**config.mk**
```make
export PLATFORM = sky130hd
export DESIGN_NAME = mdu_ctrl
export DESIGN_NICKNAME = d
export VERILOG_FILES = /design/src/rtl/mdu_pkg.sv /design/src/rtl/mdu_addsub.sv /design/src/rtl/mdu_ctrl.sv
export SDC_FILE = /design/constraint.sdc
export NUM_CORES = 1
export LEC_CHECK = 0
export ABC_CLOCK_PERIOD_IN_PS = 5260
export BUFFER_PORTS_ARGS = -buffer_cell sky130_fd_sc_hd__buf_2
export CORE_ASPECT_RATIO = 0.9
export CORE_MARGIN = 2
export CORE_UTILIZATION = 50
export DETAILED_ROUTE_END_ITERATION = 10
export PLACE_DENSITY = 0.71
export SYNTH_ARGS = -nofsm -noshare
export SYNTH_HDL_FRONTEND = slang
export SYNTH_HIERARCHICAL = 1
export SYNTH_SLANG_ARGS = --single-unit
export TNS_END_PERCENT = 50
```
**constraint.sdc**
```tcl
create_clock -name clk -period 5.26 [get_ports clk]
set_input_delay 0.526 -clock clk [delete_from_list [all_inputs] [get_ports clk]]
set_output_delay 0.526 -clock clk [all_outputs]
set_load 0.02 [all_outputs]
```
**src/rtl/mdu_pkg.sv**
```systemverilog
// Shared definitions for the iterative multiply/divide unit: op encodings,
// FSM state encoding and the default datapath width.
package mdu_pkg;

  localparam int MDU_WIDTH = 32;

  typedef enum logic [2:0] {
    MDU_MULT  = 3'd0,
    MDU_MULTU = 3'd1,
    MDU_DIV   = 3'd2,
    MDU_DIVU  = 3'd3,
    MDU_MTHI  = 3'd4,
    MDU_MTLO  = 3'd5,
    MDU_NOP6  = 3'd6,
    MDU_NOP7  = 3'd7
  } mdu_op_e;

  typedef enum logic [1:0] {
    ST_IDLE  = 2'd0,
    ST_PREP  = 2'd1,
    ST_ITER  = 2'd2,
    ST_FIXUP = 2'd3
  } mdu_state_e;

endpackage

```
**src/rtl/mdu_addsub.sv**
```systemverilog
// Shared add/sub for the multiply and divide iterations. o_carry is the
// carry out; on a subtract it is 1 when i_a >= i_b (no borrow).
module mdu_addsub #(
  parameter int W = 33
) (
  input  logic [W-1:0] i_a,
  input  logic [W-1:0] i_b,
  input  logic         i_sub,
  output logic [W-1:0] o_sum,
  output logic         o_carry
);

  logic [W-1:0] w_b;

  assign w_b = i_sub ? ~i_b : i_b;
  assign {o_carry, o_sum} = {1'b0, i_a} + {1'b0, w_b} + (W+1)'(i_sub);

endmodule

```
**src/rtl/mdu_ctrl.sv**
```systemverilog
// Iterative MULT/MULTU/DIV/DIVU sequencer owning the HI/LO registers.
// Operands are reduced to magnitudes, iterated WIDTH times, then signed in FIXUP.
module mdu_ctrl
  import mdu_pkg::*;
#(
  parameter int WIDTH = MDU_WIDTH
) (
  input  logic             clk,
  input  logic             rst_n,
  input  logic             start,
  input  logic [2:0]       op,
  input  logic [WIDTH-1:0] A,
  input  logic [WIDTH-1:0] B,
  output logic             busy,
  output logic             done,
  output logic [WIDTH-1:0] hi,
  output logic [WIDTH-1:0] lo
);

  localparam int CW = $clog2(WIDTH);

  mdu_state_e       r_state;
  mdu_op_e          r_op;
  logic [WIDTH:0]   r_acc;    // product high half / partial remainder
  logic [WIDTH-1:0] r_q;      // A, then multiplier / quotient
  logic [WIDTH:0]   r_m;      // B, then multiplicand / divisor
  logic [CW-1:0]    r_cnt;
  logic             r_neg_q;
  logic             r_neg_r;
  logic             r_busy;
  logic             r_done;
  logic [WIDTH-1:0] r_hi;
  logic [WIDTH-1:0] r_lo;

  logic             w_is_mul;
  logic             w_is_signed;
  logic             w_div_zero;
  logic [WIDTH-1:0] w_mag_a;
  logic [WIDTH-1:0] w_mag_b;
  logic [WIDTH:0]   w_rem_sh;
  logic [WIDTH:0]   w_as_a;
  logic [WIDTH:0]   w_as_b;
  logic [WIDTH:0]   w_sum;
  logic             w_carry;
  logic [2*WIDTH-1:0] w_prod;
  logic [2*WIDTH-1:0] w_prod_s;
  logic [WIDTH-1:0] w_quot;
  logic [WIDTH-1:0] w_rem;

  assign w_is_mul    = (r_op == MDU_MULT) || (r_op == MDU_MULTU);
  assign w_is_signed = (r_op == MDU_MULT) || (r_op == MDU_DIV);
  assign w_div_zero  = (r_m[WIDTH-1:0] == '0);

  // Magnitude in WIDTH bits: the most negative value maps to +2^(WIDTH-1).
  assign w_mag_a = (w_is_signed && r_q[WIDTH-1]) ? -r_q : r_q;
  assign w_mag_b = (w_is_signed && r_m[WIDTH-1]) ? -r_m[WIDTH-1:0] : r_m[WIDTH-1:0];

  assign w_rem_sh = {r_acc[WIDTH-1:0], r_q[WIDTH-1]};
  assign w_as_a   = w_is_mul ? r_acc : w_rem_sh;
  assign w_as_b   = w_is_mul ? (r_q[0] ? r_m : '0) : r_m;

  mdu_addsub #(.W(WIDTH+1)) u_addsub (
    .i_a     (w_as_a),
    .i_b     (w_as_b),
    .i_sub   (!w_is_mul),
    .o_sum   (w_sum),
    .o_carry (w_carry)
  );

  assign w_prod   = {r_acc[WIDTH-1:0], r_q};
  assign w_prod_s = r_neg_q ? -w_prod : w_prod;
  assign w_quot   = r_neg_q ? -r_q : r_q;
  assign w_rem    = r_neg_r ? -r_acc[WIDTH-1:0] : r_acc[WIDTH-1:0];

  // NOTE: every register here is sequential state and uses non-blocking
  // assignment; datapath registers are reset too so an aborted op leaves
  // no residue for the next one.
  always_ff @(posedge clk or negedge rst_n) begin
    if (!rst_n) begin
      r_state <= ST_IDLE;
      r_op    <= MDU_MULT;
      r_acc   <= '0;
      r_q     <= '0;
      r_m     <= '0;
      r_cnt   <= '0;
      r_neg_q <= 1'b0;
      r_neg_r <= 1'b0;
      r_busy  <= 1'b0;
      r_done  <= 1'b0;
      r_hi    <= '0;
      r_lo    <= '0;
    end else begin
      r_done <= 1'b0;
      case (r_state)
        ST_IDLE: begin
          if (start) begin
            case (mdu_op_e'(op))
              MDU_MULT, MDU_MULTU, MDU_DIV, MDU_DIVU: begin
                r_op    <= mdu_op_e'(op);
                r_q     <= A;
                r_m     <= {1'b0, B};
                r_busy  <= 1'b1;
                r_state <= ST_PREP;
              end
              MDU_MTHI: r_hi <= A;
              MDU_MTLO: r_lo <= A;
              default: ;
            endcase
          end
        end

        ST_PREP: begin
          r_neg_q <= w_is_signed && (r_q[WIDTH-1] ^ r_m[WIDTH-1]);
          r_neg_r <= w_is_signed && r_q[WIDTH-1];
          if (!w_is_mul && w_div_zero) begin
            r_busy  <= 1'b0;
            r_done  <= 1'b1;
            r_state <= ST_IDLE;
          end else begin
            r_acc   <= '0;
            r_cnt   <= '0;
            r_state <= ST_ITER;
            if (w_is_mul) begin
              r_q <= w_mag_b;
              r_m <= {1'b0, w_mag_a};
            end else begin
              r_q <= w_mag_a;
              r_m <= {1'b0, w_mag_b};
            end
          end
        end

        ST_ITER: begin
          if (w_is_mul) begin
            r_acc <= {1'b0, w_sum[WIDTH:1]};
            r_q   <= {w_sum[0], r_q[WIDTH-1:1]};
          end else begin
            r_acc <= w_carry ? w_sum : w_rem_sh;
            r_q   <= {r_q[WIDTH-2:0], w_carry};
          end
          r_cnt <= r_cnt + CW'(1);
          if (r_cnt == CW'(WIDTH-1)) r_state <= ST_FIXUP;
        end

        ST_FIXUP: begin
          if (w_is_mul) begin
            {r_hi, r_lo} <= w_prod_s;
          end else begin
            r_lo <= w_quot;
            r_hi <= w_rem;
          end
          r_done  <= 1'b1;
          r_busy  <= 1'b0;
          r_state <= ST_IDLE;
        end

        default: r_state <= ST_IDLE;
      endcase
    end
  end

  assign busy = r_busy;
  assign done = r_done;
  assign hi   = r_hi;
  assign lo   = r_lo;

endmodule

```
## After elaboration in Yosys (flattened, before gate mapping)

Cells that the tools add are included.

- $add $sub $neg: 7
- Equality and inequality tests: 18
- Mux-type cells: 45
- Bitwise gates (word level): 2
- Reduce and logical (&&, ||, !) cells: 25

Operators with widths:

| cell | number |
|---|---|
| two-way mux 32 bit | 16 |
| two-way mux 33 bit | 10 |
| case mux 33 bit (2 select lines) | 2 |
| case mux 32 bit (2 select lines) | 2 |
| negator 32 bit | 3 |
| case mux 32 bit (3 select lines) | 1 |
| two-way mux 64 bit | 1 |
| negator 64 bit | 1 |
| adder 33 x 33 -> 34 bit | 1 |
| adder 34 x 1 -> 34 bit | 1 |
| inverter 33 bit | 1 |
| zero test 32 bit | 1 |
| AND reduction 3 bit | 4 |
| AND reduction 4 bit | 3 |
| case mux 5 bit (2 select lines) | 1 |
| == test 3 x 2 -> 1 bit, second input constant | 3 |
| two-way mux 2 bit | 4 |
| != test 2 bit, second input constant | 4 |
| case mux 2 bit (4 select lines) | 1 |
| == test 3 x 1 -> 1 bit, second input constant | 2 |
| == test 3 bit, second input constant | 2 |
| zero test 3 bit | 2 |
| != test 2 x 1 -> 1 bit, second input constant | 3 |
| nonzero test 2 bit | 3 |
| 16 further kinds | 25 |

- Flip-flop bits (word level): 176
- Input port bits: 70
- Output and inout bits: 66

## Longest topological paths before layout

- Depth after elaboration: 10
- Mapped depth: 25
- Mapped depth without buffers: 17

## Modules after synthesis

The synthesis kept the hierarchy.

By module, submodules not included:

| module | times used | cells each | area an instance (um^2) |
|---|---|---|---|
| mdu_ctrl | 1 | 1788 | 13481.7 |
| mdu_addsub | 1 | 306 | 2209.6 |

## Worst setup path before layout

Ideal clock, no wire load.

- Path kind: reg-to-reg
- Start: register r_op[2]
- End: register r_acc[13]
- Setup time: 135 ps
- Arrival time: 5500 ps
- Data required time: 5125 ps
- Slack: -376 ps
- Stages on the path, launching flop included: 25
- Buffers on the path: 9
- Path through: dfrtp_1 clkbuf_1 nor2_1 inv_1 clkbuf_1 clkbuf_1 clkbuf_1 buf_1 buf_6 clkbuf_1 xor2_1 ha_1 a21o_2 a2111oi_4 or3_4 o21ai_2 o21ai_4 nor2_1 or3_1 clkbuf_1 buf_1 mux2i_1 nand2_1 o211ai_1 o21ai_0

- Cells in the longest elaborated chain, start to end: 10
- Elaborated cells between the ends (all ways): 16
- Those cells by class: add/sub: 2; eq/ne: 2; mux: 6; bitwise: 1; reduce/logical: 5

RTL lines:

| element | line | RTL |
|---|---|---|
| from (decl) | mdu_ctrl.sv:23 | `mdu_op_e r_op;` |
| from (signal assigned) | mdu_ctrl.sv:99 | `r_op <= mdu_op_e'(op);` |
| == test 3 x 1 -> 1 bit or zero test 3 bit (tied branches) | mdu_ctrl.sv:50 | `assign w_is_mul = (r_op == MDU_MULT) \|\| (r_op == MDU_MULTU);` |
| logical OR 1 bit (*) | mdu_ctrl.sv:50 |  |
| two-way mux 33 bit | mdu_ctrl.sv:60 | `assign w_as_b = w_is_mul ? (r_q[0] ? r_m : '0) : r_m;` |
| inverter 33 bit | mdu_addsub.sv:15 | `assign w_b = i_sub ? ~i_b : i_b;` |
| two-way mux 33 bit | mdu_addsub.sv:15 |  |
| adder 33 x 33 -> 34 bit | mdu_addsub.sv:16 | `assign {o_carry, o_sum} = {1'b0, i_a} + {1'b0, w_b} + (W+1)'(i_sub);` |
| adder 34 x 1 -> 34 bit (*) | mdu_addsub.sv:16 |  |
| net w_carry | mdu_ctrl.sv:44 | `logic w_carry;` |
| two-way mux 33 bit (*) | mdu_ctrl.sv:138 | `r_acc <= w_carry ? w_sum : w_rem_sh;` |
| two-way mux 33 bit (*) | mdu_ctrl.sv:134 | `if (w_is_mul) begin` |
| case mux 33 bit (2 select lines) (*) | mdu_ctrl.sv:94 | `case (r_state)` |
| to (signal assigned) | mdu_ctrl.sv:135 | `r_acc <= {1'b0, w_sum[WIDTH:1]};` |
| to (signal assigned) | mdu_ctrl.sv:138 |  |
| to (decl) | mdu_ctrl.sv:24 | `logic [WIDTH:0] r_acc;` |

Mark *: on every way through the listed nets, which the timed path passes. The rest lies on a longest branch.
A chain may end at the register's enable or synchronous reset.

## Worst setup path after layout

- Start: register r_op[2]
- End: register r_q[0]

- Cells in the longest elaborated chain, start to end: 9
- Elaborated cells between the ends (all ways): 23
- Those cells by class: add/sub: 2; eq/ne: 3; mux: 9; bitwise: 1; reduce/logical: 8

RTL lines:

| element | line | RTL |
|---|---|---|
| == test 3 x 1 -> 1 bit or zero test 3 bit (tied branches) | mdu_ctrl.sv:50 |  |
| logical OR 1 bit (*) | mdu_ctrl.sv:50 |  |
| two-way mux 33 bit (*) | mdu_ctrl.sv:60 |  |
| net w_as_b[16] | mdu_ctrl.sv:42 | `logic [WIDTH:0] w_as_b;` |
| inverter 33 bit | mdu_addsub.sv:15 |  |
| two-way mux 33 bit (*) | mdu_addsub.sv:15 |  |
| adder 33 x 33 -> 34 bit (*) | mdu_addsub.sv:16 |  |
| adder 34 x 1 -> 34 bit (*) | mdu_addsub.sv:16 |  |
| net w_carry | mdu_ctrl.sv:44 |  |
| two-way mux 32 bit (*) | mdu_ctrl.sv:134 |  |
| case mux 32 bit (3 select lines) (*) | mdu_ctrl.sv:94 |  |
| to (signal assigned) | mdu_ctrl.sv:127 | `r_q <= w_mag_a;` |
| to (signal assigned) | mdu_ctrl.sv:136 | `r_q <= {w_sum[0], r_q[WIDTH-1:1]};` |
| to (signal assigned) | mdu_ctrl.sv:139 | `r_q <= {r_q[WIDTH-2:0], w_carry};` |
| to (decl) | mdu_ctrl.sv:25 | `logic [WIDTH-1:0] r_q;` |

Mark *: on every way through the listed nets, which the timed path passes. The rest lies on a longest branch. The select of a mux whose other input is x is not followed.

==> results.cfg <==
[synth]
synthTopCellsByArea = dfrtp_1 28%, nand2_1 8.2%, o21ai_0 6.7%
synthCells = 2094
async_flop_share = 1.00
synth_most_common_cell = nand2_1
syn_nets = 2206
synth_top_area_frac = 0.279
synth_common_cells = 343 x nand2_1, 211 x o21ai_0, 175 x dfrtp_1
yosysWarnings = 6
synth_ff_type = dfrtp_1
synth_top_cell_by_area = dfrtp_1
synthDistinctLibCells = 88
ys_ff_latch = 175
synth_seq_area_share = 0.279
synth_edf_count = 0
syn_area_um2 = 15700
avgSynthCellArea_um2 = 7.49

[worst_setup_path]
crit_path_start_kind = flop
path_cells = nor2_4 > inv_6 > nor2_2 > buf_4 > nor2b_1 > xor2_1 > ha_1 > a21oi_1 > o21ai_0 > o21bai_1 > or2_2 > o21ai_4 > nor2_1 > or3_2 > buf_4 > mux2i_1 > o221ai_1 > o211ai_1 > o21ai_0
cp-startpoint = r_op[2]
slowest_stage = dfrtp_1
reg2reg_slack_ns = 0.74
cp_num_buf_inv = 3
cp-end-kind = flop
cp_top_family = compound AO/OA/AOI/OAI gates
crit_arrival_ns = 4.81
worstSetupPathType = reg -> reg
crit_required_ns = 5.54
reg2reg_from = r_op[2]
critPathMaxStageDelay_ns = 0.51
crit_path_max_fanout = 33

[drt]
routed_wl_um = 58800
viasPerCell = 6.46
vias = 16200
drtPass1Iterations = 6
drc = 0
postRouteAntennaNets = 0
wl_per_cell_um = 23.4
drtIter0Drc = 2417

[cts]
postCtsResizedCells = 0
worstSkewPairLatency_ns = 0.45
hold_buffers = 0
clkSlewWorstSetupHoldPaths_ns = 0.08
cts_setup_buffers = 0
cts_root_buf = clkbuf_16
cts_buffer_depth = 2
cts_max_level = 4
numCtsBuffers = 17
cts_tree = built
clock_sinks = 175

[status]
status = completed

[timing]
final_hold_viol_count = 0
finClkSkew_ns = 0.0155
worst-slew-pin-transition_ns = 1.24
setup_viol_count_final = 0
rsz0062_at_grt = false
fmax_ghz = 0.221
maxSlewViolCount = 0
fin_crit_sh = 0.860
relSlewSlack = 0.171
tns_ns = 0
min_period_ns = 4.52

[layout]
diodes = 0
fin_nets = 2203
fill_cells = 2978
drive_above_1_share = 0.120
syn2layout_area_growth_pct = 8.91

[placed_design]
io_buffers = 135
post-dp-hpwl_um = 43400
place_congestion = 0.984

[floorplanning]
core_area_um2 = 30900
start_util = 0.508
rows = 61
die_x_um = 191
pin_count = 136
die_h_um = 172
dieArea_um2 = 32800

[job]
max-cap-violations = 0

[global_route]
antenna_found_initial = 1
grt_usage = 0.355
grt_first_pass_wirelength_um = 88300
grt_pass1_vias = 14300
grt-ovfl-total = 0
grt_max_degree = 122

[hold_path]
hp-class = in -> async
[path summary, 6_finish.rpt]
check / end / cells past startpoint
worst max register to register: r_q[0] / 19
min in group clk: r_m[24] / 3
worst min-delay path: lo[7] / 1
worst max-delay path: r_q[0] / 19
worst min register to register: lo[20] / 1
max in group asynchronous: r_acc[15] / 2
[state kept, by name, summed over array words and instances, names as in the netlist, 3 cells and up, named ones only]
name,flops
hi,32
lo,32
r_acc,33
r_cnt,5
r_m,32
r_op,3
r_q,32
[layer usage]
| layer | track usage | share of wire |
|---|---|---|
| met5 | 0 | 0 |
| met4 | 0.122 | 0.034 |
| met3 | 0.0932 | 0.12 |
| met2 | 0.490 | 0.40 |
| met1 | 0.527 | 0.45 |
[cell families (layout without fill, tap and decap cells)]
| kind of cell | Yosys count | count (layout) | synth area share |
|---|---|---|---|
| and+or+nand+nor | 760 | 760 | 0.227 |
| AOI/OAI and AO/OA | 651 | 651 | 0.262 |
| buffers and inverters | 223 | 233 | 0.0553 |
| DFF | 175 | 175 | 0.279 |
| xor gates and xnor gates | 164 | 164 | 0.0915 |
| muxes | 78 | 78 | 0.0506 |
| adders and majority gates | 42 | 42 | 0.0340 |
| other | 1 | 1 | 0.000239 |
[final cells by class]
class / instances / area (um^2) / area share
Tap cell: 409 / 512 / 0.0299
Clock buffer: 18 / 429 / 0.0251
Timing Repair Buffer: 171 / 977 / 0.0572
Sequential cell: 175 / 4380 / 0.256
Inverter: 30 / 118 / 0.00688
Clock inverter: 14 / 171 / 0.0100
Multi-Input combinational cell: 1696 / 10500 / 0.615
[stage by stage]
step	utilization	hold slack [ns]	area [um^2]	worst slack [ns]	std cells
6_report	0.553	0.0954	17100	0.736	2513
5_1_grt	0.553	0.138	17100	0.444	2513
4_1_cts	0.553	0.141	17100	0.796	2513
3_5_place_dp	0.533	0.461	16500	0.828	2481
3_3_place_gp	0.533	0.454	16500	0.965	2481
2_1_floorplan	-	0.230	15700	0.0567	2094
[placed cells by master, fill, tap and decap left out, drive strengths merged, types with 38 or more instances in the layout]
master  Yosys  routed
a21o       44      44
a21oi     136     136
buf        25     171
dfrtp     175     175
ha         41      41
inv        29      38
mux2i      71      71
nand2     344     344
nor2      149     149
nor3       48      48
o211ai     46      46
o21ai     216     216
xnor2      73      73
xor2       91      91
Power is not shown: default switching activity piles up to over one toggle a cycle in this logic, so the estimate is an artifact.
